===== src/rtl/cache_refill_unit.sv =====
// Miss handler for the two-way data cache: bursts a block from memory into the victim way.
// Define CACHE_REFILL_CRITICAL_WORD_FIRST_EN to start the burst at the requested word.
module cache_refill_unit #(
    parameter int ADDR_SIZE       = 32,
    parameter int NUM_SETS        = 16,
    parameter int NUM_WAYS        = 2,
    parameter int WORDS_PER_BLOCK = 4
) (
    input  logic                               clk,
    input  logic                               rst,
    input  logic                               req_valid,
    input  logic [ADDR_SIZE-1:0]               req_addr,
    input  logic                               cache_hit,
    input  logic [$clog2(NUM_WAYS)-1:0]        replace_way,
    output logic                               stall,
    output logic                               mem_req_valid,
    input  logic                               mem_req_ready,
    output logic [ADDR_SIZE-1:0]               mem_req_addr,
    input  logic                               mem_rsp_valid,
    input  logic [31:0]                        mem_rsp_data,
    output logic                               fill_we,
    output logic [$clog2(NUM_WAYS)-1:0]        fill_way,
    output logic [$clog2(NUM_SETS)-1:0]        fill_set,
    output logic [ADDR_SIZE-$clog2(NUM_SETS)-$clog2(WORDS_PER_BLOCK)-3:0] fill_tag,
    output logic [$clog2(WORDS_PER_BLOCK)-1:0] fill_word,
    output logic [31:0]                        fill_data,
    output logic                               fill_commit,
    output logic                               cru_update
);

    localparam int WAY_W  = $clog2(NUM_WAYS);
    localparam int WORD_W = $clog2(WORDS_PER_BLOCK);
    localparam int SET_W  = $clog2(NUM_SETS);
    localparam int TAG_W  = ADDR_SIZE - SET_W - WORD_W - 2;
    localparam logic [WORD_W-1:0] LAST_BEAT = WORD_W'(WORDS_PER_BLOCK - 1);

    typedef enum logic [1:0] {IDLE, REQ, RECV, COMMIT} state_t;

    state_t             state;
    logic [WORD_W-1:0]  beat_count;
    logic [WORD_W-1:0]  start_word;
    logic [SET_W-1:0]   set_q;
    logic [TAG_W-1:0]   tag_q;
    logic [WAY_W-1:0]   way_q;

    logic               miss;
    logic [WORD_W-1:0]  req_word;
    logic [SET_W-1:0]   req_set;
    logic [TAG_W-1:0]   req_tag;
    logic [WORD_W+1:0]  unused_low_bits;

    assign miss     = req_valid && !cache_hit;
    assign req_word = req_addr[WORD_W+1:2];
    assign req_set  = req_addr[SET_W+WORD_W+1:WORD_W+2];
    assign req_tag  = req_addr[ADDR_SIZE-1:SET_W+WORD_W+2];
    // Byte offset never matters, and the word index only matters with critical-word-first.
    assign unused_low_bits = req_addr[WORD_W+1:0];

    always_ff @(posedge clk) begin
        if (rst) begin
            state      <= IDLE;
            beat_count <= '0;
            start_word <= '0;
            set_q      <= '0;
            tag_q      <= '0;
            way_q      <= '0;
        end else begin
            case (state)
                IDLE: begin
                    if (miss) begin
                        set_q <= req_set;
                        tag_q <= req_tag;
                        way_q <= replace_way;
`ifdef CACHE_REFILL_CRITICAL_WORD_FIRST_EN
                        start_word <= req_word;
`else
                        start_word <= '0;
`endif
                        state <= REQ;
                    end
                end
                REQ: begin
                    if (mem_req_ready) begin
                        beat_count <= '0;
                        state      <= RECV;
                    end
                end
                RECV: begin
                    if (mem_rsp_valid) begin
                        beat_count <= beat_count + 1'b1;
                        if (beat_count == LAST_BEAT) begin
                            state <= COMMIT;
                        end
                    end
                end
                COMMIT: state <= IDLE;
                default: state <= IDLE;
            endcase
        end
    end

    // The stall must rise in the detect cycle itself, before the FSM leaves IDLE.
    assign stall         = (state != IDLE) || miss;
    assign mem_req_valid = (state == REQ);
    assign mem_req_addr  = {tag_q, set_q, start_word, 2'b00};
    assign fill_we       = (state == RECV) && mem_rsp_valid;
    assign fill_way      = way_q;
    assign fill_set      = set_q;
    assign fill_tag      = tag_q;
    assign fill_word     = start_word + beat_count;
    assign fill_data     = fill_we ? mem_rsp_data : 32'h0;
    assign fill_commit   = (state == COMMIT);
    assign cru_update    = (state == COMMIT);

endmodule


===== config.mk =====
export PLATFORM = sky130hd
export DESIGN_NAME = cache_refill_unit
export DESIGN_NICKNAME = d
export VERILOG_FILES = /design/src/rtl/cache_refill_unit.sv
export SDC_FILE = /design/constraint.sdc
export NUM_CORES = 1
export LEC_CHECK = 0
export CORE_MARGIN = 2
export CORE_UTILIZATION = 33
export DETAILED_ROUTE_END_ITERATION = 6
export GPL_ROUTABILITY_DRIVEN = 0
export PLACE_DENSITY = 0.91
export REMOVE_ABC_BUFFERS = 1
export SLEW_MARGIN = 30
export SYNTH_ARGS = -nofsm -noshare
export SYNTH_HDL_FRONTEND = slang
export SYNTH_SLANG_ARGS = --single-unit

===== constraint.sdc =====
create_clock -name clk -period 2.5 [get_ports clk]
set_input_delay 0.625 -clock clk [delete_from_list [all_inputs] [get_ports clk]]
set_output_delay 0.625 -clock clk [all_outputs]
set_load 0.1 [all_outputs]

==> flow_summary.json <==
{
  "grt_pass1_vias": 1908,
  "synth.avg_cell_area_sq_um": 7.69,
  "hp-class": "reg -> reg",
  "post-synth-top-area-fraction": 0.361,
  "synth_seq_area_share": 0.361,
  "antenna_found_initial": 0,
  "nets": 442,
  "start_util": 0.337,
  "met1_usage": 0.176,
  "p_leak_nw": 1.65,
  "slew-limit-headroom": 0.634,
  "grt_pass1_wl_um": 8950,
  "worst_pin_slew_ns": 0.549,
  "port_buffers": 162,
  "die_h_um": 78.5,
  "fmax_mhz": 419,
  "fin_area_sq_um": 3580,
  "slew_violations": 0,
  "h-tree-depth": 2,
  "syn_inst": 238,
  "p_clk_frac": 0.143,
  "rsz0062_at_grt": "false",
  "synth_cell_types": 26,
  "viasPerCell": 4.68,
  "drtAntennaViolNets": 0,
  "clock_sinks": 33,
  "drtIter0Drc": 44,
  "drt-total-wl_um": 5910,
  "routedWlPerCell_um": 13.5,
  "cts_made_buffers": 5,
  "syn_area_sq_um": 1830,
  "synth-edff-count": 0,
  "ys_top_cells_by_area": "dfxtp_1 (36%), buf_4 (14%), nand2_1 (13%)",
  "top_usage_layer": "met2",
  "holdBufCountCts": 0,
  "hold_violations": 0,
  "ys.warnings.count": 0,
  "p_int_mw": 1.59,
  "synth-seq-cells": 33,
  "hpwl_um": 4710,
  "gr-total-overflow": 0,
  "synth_ff_type": "dfxtp_1",
  "vias": 2046,
  "finalSetupTns_ns": 0,
  "power.density_nw_per_um2": 1000,
  "grt_util_met2": 0.349,
  "cts_setup_buffers": 0,
  "grt_max_degree": 39,
  "regToRegSetupSlack_ns": 0.64,
  "drc": 0,
  "die_x_um": 78.5,
  "layout-drive-gt1-share": 0.307,
  "clk_path_buf_depth": 2,
  "p_sw_mw": 2.00,
  "pwr-share-seq": 0.184,
  "fin_skew_ns": 0.00433,
  "worst-path-max-fanout": 38,
  "crit_path_end_kind": "output pin",
  "syn_to_final_growth_pct": 95.8,
  "crit_arrival_ns": 1.76,
  "start_kind": "input port",
  "use_met3": 0.0839,
  "crit_required_ns": 1.88,
  "setup_viol": 0,
  "clock_latency_ns": 0.28,
  "cap_violations": 0,
  "placedInstanceArea_sq_um": 3470,
  "die-area_sq_um": 6160,
  "clk_pin_slew_worst_paths_ns": 0.06,
  "num_rows": 27,
  "coreArea_sq_um": 5440,
  "synth_top_cell_by_area": "dfxtp_1",
  "critPathKind": "in -> out",
  "cts_tree": "built",
  "gr-usage-all-layers": 0.183,
  "finalCriticalPeriod_ns": 2.38,
  "ios": 171,
  "cts_root_buffer": "clkbuf_8",
  "combPwrFrac": 0.673,
  "drt_pass1_iterations": 4,
  "ir_drop_uv": 619,
  "fin_crit_sh": 0.954,
  "status": "finished, final reports clean",
  "async_flop_share": 0,
  "switching_share": 0.558,
  "ctsResizeCount": 0,
  "n_antenna_cell": 0
}
==> power by group through the flow <==
stage / Sequential [mW] / Combinational (mW) / Clock [mW]
after floorplan: 1.41 / 0.954 / 0
final: 0.659 / 2.42 / 0.514
after detailed placement: 0.670 / 2.43 / 0
after CTS: 0.659 / 2.43 / 0.528
after global routing: 0.668 / 2.50 / 0.552
after global placement: 0.665 / 2.39 / 0
==> per-layer routing <==
metal	wire length, um	up-vias
met2	2990	129
met1	2130	920
met4	82	0
met3	705	11
li1	-	986
met5	0	-
==> placed cells by master, fill, tap and decap left out, drive strengths merged, types with 5 or more instances in the layout <==
cell type / netlist / layout
clkbuf: 12 / 7
ha: 7 / 7
a21oi: 30 / 30
dfxtp: 33 / 33
nor2: 5 / 5
clkdlybuf4s50: 0 / 66
nand2: 61 / 61
buf: 38 / 100
and3: 32 / 32
==> path summary, 6_finish.rpt <==
path / start / end / cells past startpoint
min reg2reg: fill_tag[10]$_SDFFE_PP0P_ / fill_tag[10]$_SDFFE_PP0P_ / 2
max reg2reg: state[0]$_SDFFE_PP0P_ / state[1]$_SDFFE_PP0P_ / 7
max: mem_rsp_valid / fill_data[20] / 4
min: fill_tag[10]$_SDFFE_PP0P_ / fill_tag[10]$_SDFFE_PP0P_ / 2
==> cell families (layout without fill, tap and decap cells) <==
kind of cell	after synthesis	in the layout	synth area share
flops	33	33	0.361
simple gates	106	106	0.281
compound gates	36	36	0.116
buf+inv	54	178	0.187
mux	1	1	0.00547
other cells	1	4	0.00205
fa+ha+maj	7	7	0.0478
==> sequential cells by signal (all words and copies together) (netlist names) <==
signal and count:
beat_count 2, fill_set 4, fill_tag 24, fill_way 1
state 2
==> layout make-up <==
cell class              instances  area, sq um
fillers                       435         1850
clock inverters                 1         30.0
multi-input cells             154          841
clock buffers                   7         86.3
well taps                      72         90.1
repair buffers                166         1860
flip-flops and latches         33          661
inverters                       4         15.0
==> critical path, cell delays in order <==
cell and delay, ns:
clkdlybuf4s50_1 0.51, buf_12 0.17, and3_1 0.25, buf_12 0.19
==> synthesized netlist by cell type, drive strengths merged (4+ instances only) <==
| cell type | count |
|---|---|
| nand2 | 61 |
| buf | 38 |
| dfxtp | 33 |
| and3 | 32 |
| a21oi | 30 |
| clkbuf | 12 |
| ha | 7 |
| nor2 | 5 |
| inv | 4 |
| nor2b | 4 |
==> through the flow <==
step / setup slack, ns / std cells / util / power (mW) / hold WS, ns
5_1_grt: 0.0800 / 437 / 0.659 / 3.72 / 0.491
3_5_place_dp: 0.0328 / 429 / 0.638 / 3.10 / 0.458
3_3_place_gp: 0.122 / 429 / 0.638 / 3.06 / 0.453
2_1_floorplan: 0.0515 / 191 / - / 2.37 / 0.505
6_report: 0.115 / 437 / 0.659 / 3.59 / 0.468
4_1_cts: 0.111 / 437 / 0.659 / 3.62 / 0.469
(Power assumes the default switching activity.)
==> RTL edit 1: new RTL, same flow settings <==
Change the parameter `WORDS_PER_BLOCK` from 4 to 8.
--- a/src/rtl/cache_refill_unit.sv
+++ b/src/rtl/cache_refill_unit.sv
@@ -5,5 +5,5 @@
     parameter int NUM_SETS        = 16,
     parameter int NUM_WAYS        = 2,
-    parameter int WORDS_PER_BLOCK = 4
+    parameter int WORDS_PER_BLOCK = 8
 ) (
     input  logic                               clk,
Interface: changed (resized fill_tag and fill_word); port bits go from 171 to 171. The function was not compared with the original's and may differ.
==> RTL edit 1 against the original RTL <==
- via count decreased by 2.3%
- die area increased by 5.0%
- routed wire length increased by 6.0%
- global-route usage increased by 0.42 points
- first-iteration DRC count increased by 70%
- clock power decreased by 15%
- sequential cell count unchanged
- synthesized area increased by 5.3%
- power decreased by 0.80%
- final area increased by 1.5%
- setup slack got worse by 7.4 ps
- register-to-register slack improved by 110 ps
==> RTL edit 1: results (changes against the original RTL) <==
{
  "worst_setup_path": {
    "critical-path-max-stage-delay": {"value": 510, "unit": "ps", "change": "about the same"},
    "timing.critical_path.fanout_max": {"value": 38, "change": "unchanged"},
    "reg2reg_setup_slack": {"value": 750, "unit": "ps", "change": "+110 ps"},
    "worst-r2r-cell-count": {"value": 5, "change": "-2"},
    "worst_path_max_delay_cell": "clkdlybuf4s50_1",
    "critical_path_capture_point": "fill_data[30]",
    "r2r_end": "fill_tag[1]",
    "r2r-start": "state[0]"
  },
  "routing": {
    "dr.pass1.iters": {"value": 4, "change": "unchanged"},
    "totalWireLength": {"value": 6257, "unit": "µm", "change": "+6.0%"},
    "drt_iter0_markers": {"value": 75, "change": "+70%"},
    "via_count": {"value": 1998, "change": "-2.3%"}
  },
  "place": {
    "placement.cell_area": {"value": 0.003537, "unit": "mm²", "change": "+2.0%"},
    "port_buffers": {"value": 160, "change": "-1.2%"},
    "placedCellCount": {"value": 428, "change": "-0.23%"},
    "dpl.hpwl": {"value": 4998, "unit": "µm", "change": "+6.2%"}
  },
  "synthesis": {
    "per_instance_average_area_after_synthesis": {"value": 8.199, "unit": "µm²", "change": "+6.6%"},
    "yosysUniqueCellTypes": {"value": 29, "change": "+12%"},
    "synth_top_cells_by_area": "dfxtp_1, buf_4, nand2_1, and3_1, a21oi_2",
    "synth-seq-area-share": {"value": 34.29, "unit": "%", "change": "-1.8 points"},
    "synth.cells.most_frequent": "nand2_1, buf_4, dfxtp_1",
    "async_flop_share": {"value": 0, "unit": "%", "change": "unchanged"}
  },
  "finish": {
    "final_cells": {"value": 436, "change": "-0.23%"},
    "largest_register_ffs": {"value": 23, "change": "-4.2%"},
    "layout-drive-gt1-share": {"value": 34.89, "unit": "%", "change": "+4.2 points"},
    "num-fill-cells": {"value": 444, "change": "+2.1%"}
  },
  "timing": {
    "skew": {"value": 4.679, "unit": "ps", "change": "+0.3456 ps"},
    "fin_crit_period": {"value": 2392, "unit": "ps", "change": "+7.398 ps"},
    "max-slew-margin-rel": {"value": 59.42, "unit": "%", "change": "-4.0 points"}
  },
  "grt": {
    "first_global_vias": {"value": 1892, "change": "-0.84%"},
    "grt_usage": {"value": 18.76, "unit": "%", "change": "+0.42 points"},
    "grt_pass1_wl": {"value": 9473, "unit": "µm", "change": "+5.9%"},
    "grt_antenna_before_repair": {"value": 0, "change": "unchanged"}
  },
  "hold_path": {
    "hold_path.class": "reg2reg"
  },
  "power": {
    "power.leakage": {"value": 1.659, "unit": "nW", "change": "+0.71%"},
    "ir_drop": {"value": 0.5406, "unit": "mV", "change": "-13%"}
  },
  "clocking": {
    "worst_skew_late_latency_ps": 270,
    "clockBufferDepth": {"value": 2, "change": "unchanged"},
    "cts.repair_timing.setup_buffer_count": {"value": 0, "change": "unchanged"},
    "cells_resized_by_post_cts_repair": {"value": 0, "change": "unchanged"},
    "cts_buffers": {"value": 5, "change": "unchanged"},
    "cts.clk_slew.worst_paths_ps": 70
  },
  "run_status": {
    "outcome": "completed"
  }
}
==> RTL edit 1: changes by cell type after synthesis, moves of 3 or more <==
cell and change:
nand2_1 -5, nand2_2 +3, clkbuf_1 -3, a21oi_2 +12
a21oi_1 -11, nor2_1 -5
==> RTL edit 1: report_power, final <==
group	internal, mW	switching [mW]	leakage [nW]
Combinational	0.670	1.80	1.34
Sequential	0.598	0.0633	0.269
Clock	0.249	0.187	0.0542
==> RTL edit 1: kinds of logic (layout without fill, tap and decap cells) <==
kind of cell    Yosys count  after routing  share of synthesized area, %
simple gates            103            103                         27.08
buf+inv                  51            176                         18.57
compound gates           37             37                         13.64
flops                    33             33                         34.29
fa+ha+maj                 8              8                         5.195
mux                       2              2                         1.039
other cells               1              5                        0.1946
==> RTL edit 1: final cells by class <==
class	instances	area, µm²	share of cell area, %
flip-flops and latches	33	660.6	18.16
well taps	72	90.09	2.476
repair buffers	165	1852	50.89
clock inverters	1	5.005	0.1376
multi-input cells	155	923.4	25.38
clock buffers	7	96.34	2.648
inverters	3	11.26	0.3095
==> RTL edit 1: routing by layer <==
| layer | track usage (%) | vias up | routed length [µm] | share of wire, % |
|---|---|---|---|---|
| met5 | 0 | - | 0 | 0 |
| met4 | 4.746 | 0 | 48 | 0.77 |
| met3 | 3.034 | 4 | 271 | 4.3 |
| met2 | 35.50 | 66 | 3604 | 58 |
| met1 | 21.66 | 932 | 2333 | 37 |
| li1 | - | 996 | - | - |
==> RTL edit 1: worst min path at each step <==
stage | slack, ps | end | startpoint
2_1_floorplan | 480 | state[1] | state[1]
3_3_place_gp | 460 | fill_tag[4] | fill_tag[4]
3_5_place_dp | 470 | fill_tag[7] | fill_tag[7]
4_1_cts | 480 | fill_tag[7] | fill_tag[7]
5_1_grt | 500 | fill_way | fill_way
6_report | 480 | fill_tag[7] | fill_tag[7]
==> RTL edit 2: new RTL, config.mk and constraints unchanged <==
Made on the original files. Encoding of `state_t`: now one-hot (4 bits for 4 states).
--- a/src/rtl/cache_refill_unit.sv
+++ b/src/rtl/cache_refill_unit.sv
@@ -35,5 +35,5 @@
     localparam logic [WORD_W-1:0] LAST_BEAT = WORD_W'(WORDS_PER_BLOCK - 1);
 
-    typedef enum logic [1:0] {IDLE, REQ, RECV, COMMIT} state_t;
+    typedef enum logic [3:0] {IDLE = 4'b0001, REQ = 4'b0010, RECV = 4'b0100, COMMIT = 4'b1000} state_t;
 
     state_t             state;
Behaviour: no difference found for any inputs over 10 cycles, from zero or initial values and one cycle with rst high; not proved beyond that.
==> RTL edit 2 against the original RTL <==
- critical path depth grew 2
- final area rose by 7.0%
- sequential cell count is 2 higher
- setup slack got worse by 46 ps
- synthesized area increased by 1.6%
- synthesized cell count rose by 0.84%
- routed wire length increased by 15%
Power is not compared: it rests on default switching activity, and its combinational part moved more than twofold at a synthesized area within 25%.
==> RTL edit 2: results (changes against the original RTL) <==
{
  "synthesis": {
    "post_synth_top_flop": "dfxtp_1",
    "ys_warns": {"value": 0, "change": "unchanged"},
    "async_flop_share": {"value": 0, "unit": "%", "change": "unchanged"},
    "synth-adder-area-share": {"value": 0.6729, "unit": "%", "change": "-4.1 points"},
    "synth.cells.most_frequent": "nand2_1, dfxtp_1, buf_4",
    "synth-seq-area-share": {"value": 37.69, "unit": "%", "change": "+1.6 points"},
    "compound_cell_area_share_of_the_yosys_netlist": {"value": 11.91, "unit": "%", "change": "+0.36 points"},
    "yosysUniqueCellTypes": {"value": 30, "change": "+15%"},
    "synth_top_cells_by_area": "dfxtp_1, buf_4, nand2_1, and2_1, a21oi_1",
    "synth-xor-area-share": {"value": 0.4711, "unit": "%", "change": "+0.47 points"},
    "synth.area.mux_share": {"value": 0, "unit": "%", "change": "-0.55 points"}
  },
  "worst_setup_path": {
    "arrival_time_worst_endpoint": {"value": 1810, "unit": "ps", "change": "+50 ps"},
    "r2r_end": "fill_tag[23]",
    "critical-path-max-stage-delay": {"value": 430, "unit": "ps", "change": "-80 ps"},
    "timing.critical_path.max_delay_family": "simple AND/OR/NAND/NOR gates",
    "reg2reg_setup_slack": {"value": 850, "unit": "ps", "change": "+210 ps"},
    "worst-r2r-cell-count": {"value": 6, "change": "-1"},
    "worst_path_max_delay_cell": "or3_4",
    "timing.critical_path.fanout_max": {"value": 9, "change": "-76%"},
    "r2r-start": "state[1]"
  },
  "grt": {
    "first_global_vias": {"value": 2072, "change": "+8.6%"},
    "grt_antenna_before_repair": {"value": 0, "change": "unchanged"},
    "grt_usage": {"value": 21.46, "unit": "%", "change": "+3.1 points"},
    "largest_net_degree_at_the_start_of_global_routing": {"value": 30, "change": "-23%"},
    "grt_pass1_wl": {"value": 10460, "unit": "µm", "change": "+17%"}
  },
  "routing": {
    "wl_per_cell": {"value": 15.03, "unit": "µm", "change": "+11%"},
    "drt_iter0_markers": {"value": 105, "change": "+140%"},
    "via_per_inst": {"value": 4.595, "change": "-1.9%"}
  },
  "clocking": {
    "cts_buffers": {"value": 5, "change": "unchanged"},
    "worst_skew_late_latency": {"value": 280, "unit": "ps", "change": "about the same"},
    "clock_tree.root_cell": "clkbuf_8",
    "clockBufferDepth": {"value": 2, "change": "unchanged"},
    "htreeDepth": {"value": 2, "change": "unchanged"}
  },
  "place": {
    "placement.cell_area": {"value": 0.003585, "unit": "mm²", "change": "+3.4%"},
    "dpl.hpwl": {"value": 5063, "unit": "µm", "change": "+7.6%"}
  },
  "timing": {
    "skew": {"value": 3.793, "unit": "ps", "change": "-0.5402 ps"}
  },
  "run_status": {
    "outcome": "completed"
  },
  "finish": {
    "count_of_nets_after_finishing": {"value": 451, "change": "+2.0%"},
    "largest_register_ffs": {"value": 24, "change": "unchanged"},
    "layout-drive-gt1-share": {"value": 41.32, "unit": "%", "change": "+11 points"}
  },
  "hold_path": {
    "worst_hold_startpoint": "fill_way",
    "holdPathEnd": "fill_way",
    "hold_path.class": "reg2reg"
  }
}
[RTL edit 2: how the worst max path moves through the flow]
stage / start / depth (start not counted) / slack, ps / to
floorplan: state[1] / 1 / -4680 / cru_update
global placement: mem_rsp_valid / 6 / -90 / fill_data[10]
detailed placement: mem_rsp_valid / 6 / -120 / fill_data[3]
CTS: state[3] / 6 / 20 / fill_data[24]
global route: state[3] / 6 / 9 / fill_data[24]
finish: state[3] / 6 / 70 / fill_data[24]
[RTL edit 2: cells by family after synthesis]
kind of cell,count (synthesis)
compound gates,40
flops,35
buf+inv,48
xor+xnor,1
other cells,1
fa+ha+maj,1
simple gates,114
[RTL edit 2: final cells by class]
type                       count  area, µm²
clock buffer                   8      100.1
fill                         400       1638
multi-input combinational    160      929.6
sequential                    35      703.2
tap                           72      90.09
timing repair buffer         177       2012
[RTL edit 2: worst register-to-register path, delay by kind of cell (launching register included)]
family | cells | cell delay, ps
compound gates | 1 | 170
buf+inv | 2 | 450
flops | 1 | 310
simple gates | 3 | 640
[RTL edit 2: metrics by stage]
step,util (%),hold WS (ps),power [mW],setup slack (ps),cells
CTS,70.03,467.2,1.814,16.44,452
global route,70.07,491.6,1.876,8.995,452
finish,70.07,466.1,1.801,69.79,452
global placement,65.50,443.4,1.356,-85.73,441
floorplan,-,539.3,1.124,-4684,195
detailed placement,65.50,457.9,1.367,-124.1,441
[RTL edit 2: what timing repair did]
action	CTS	global route
pin swaps	1	1
setup endpoints to repair	32	31
gates cloned	1	0
setup buffers	2	0
resized for setup	38	2
[RTL edit 2: metal layers]
metal / GRT usage, % / routed length (µm)
met1: 22.61 / 2378
met2: 40.42 / 3679
met3: 6.477 / 596
met4: 6.897 / 140
met5: 0 / 0
[RTL edit 2: where the power goes]
group,total [mW],leakage [nW],internal [mW],switching [mW]
sequential,0.615,0.286,0.588,0.0271
combinational,0.743,1.31,0.210,0.533
clock,0.443,0.0515,0.251,0.192
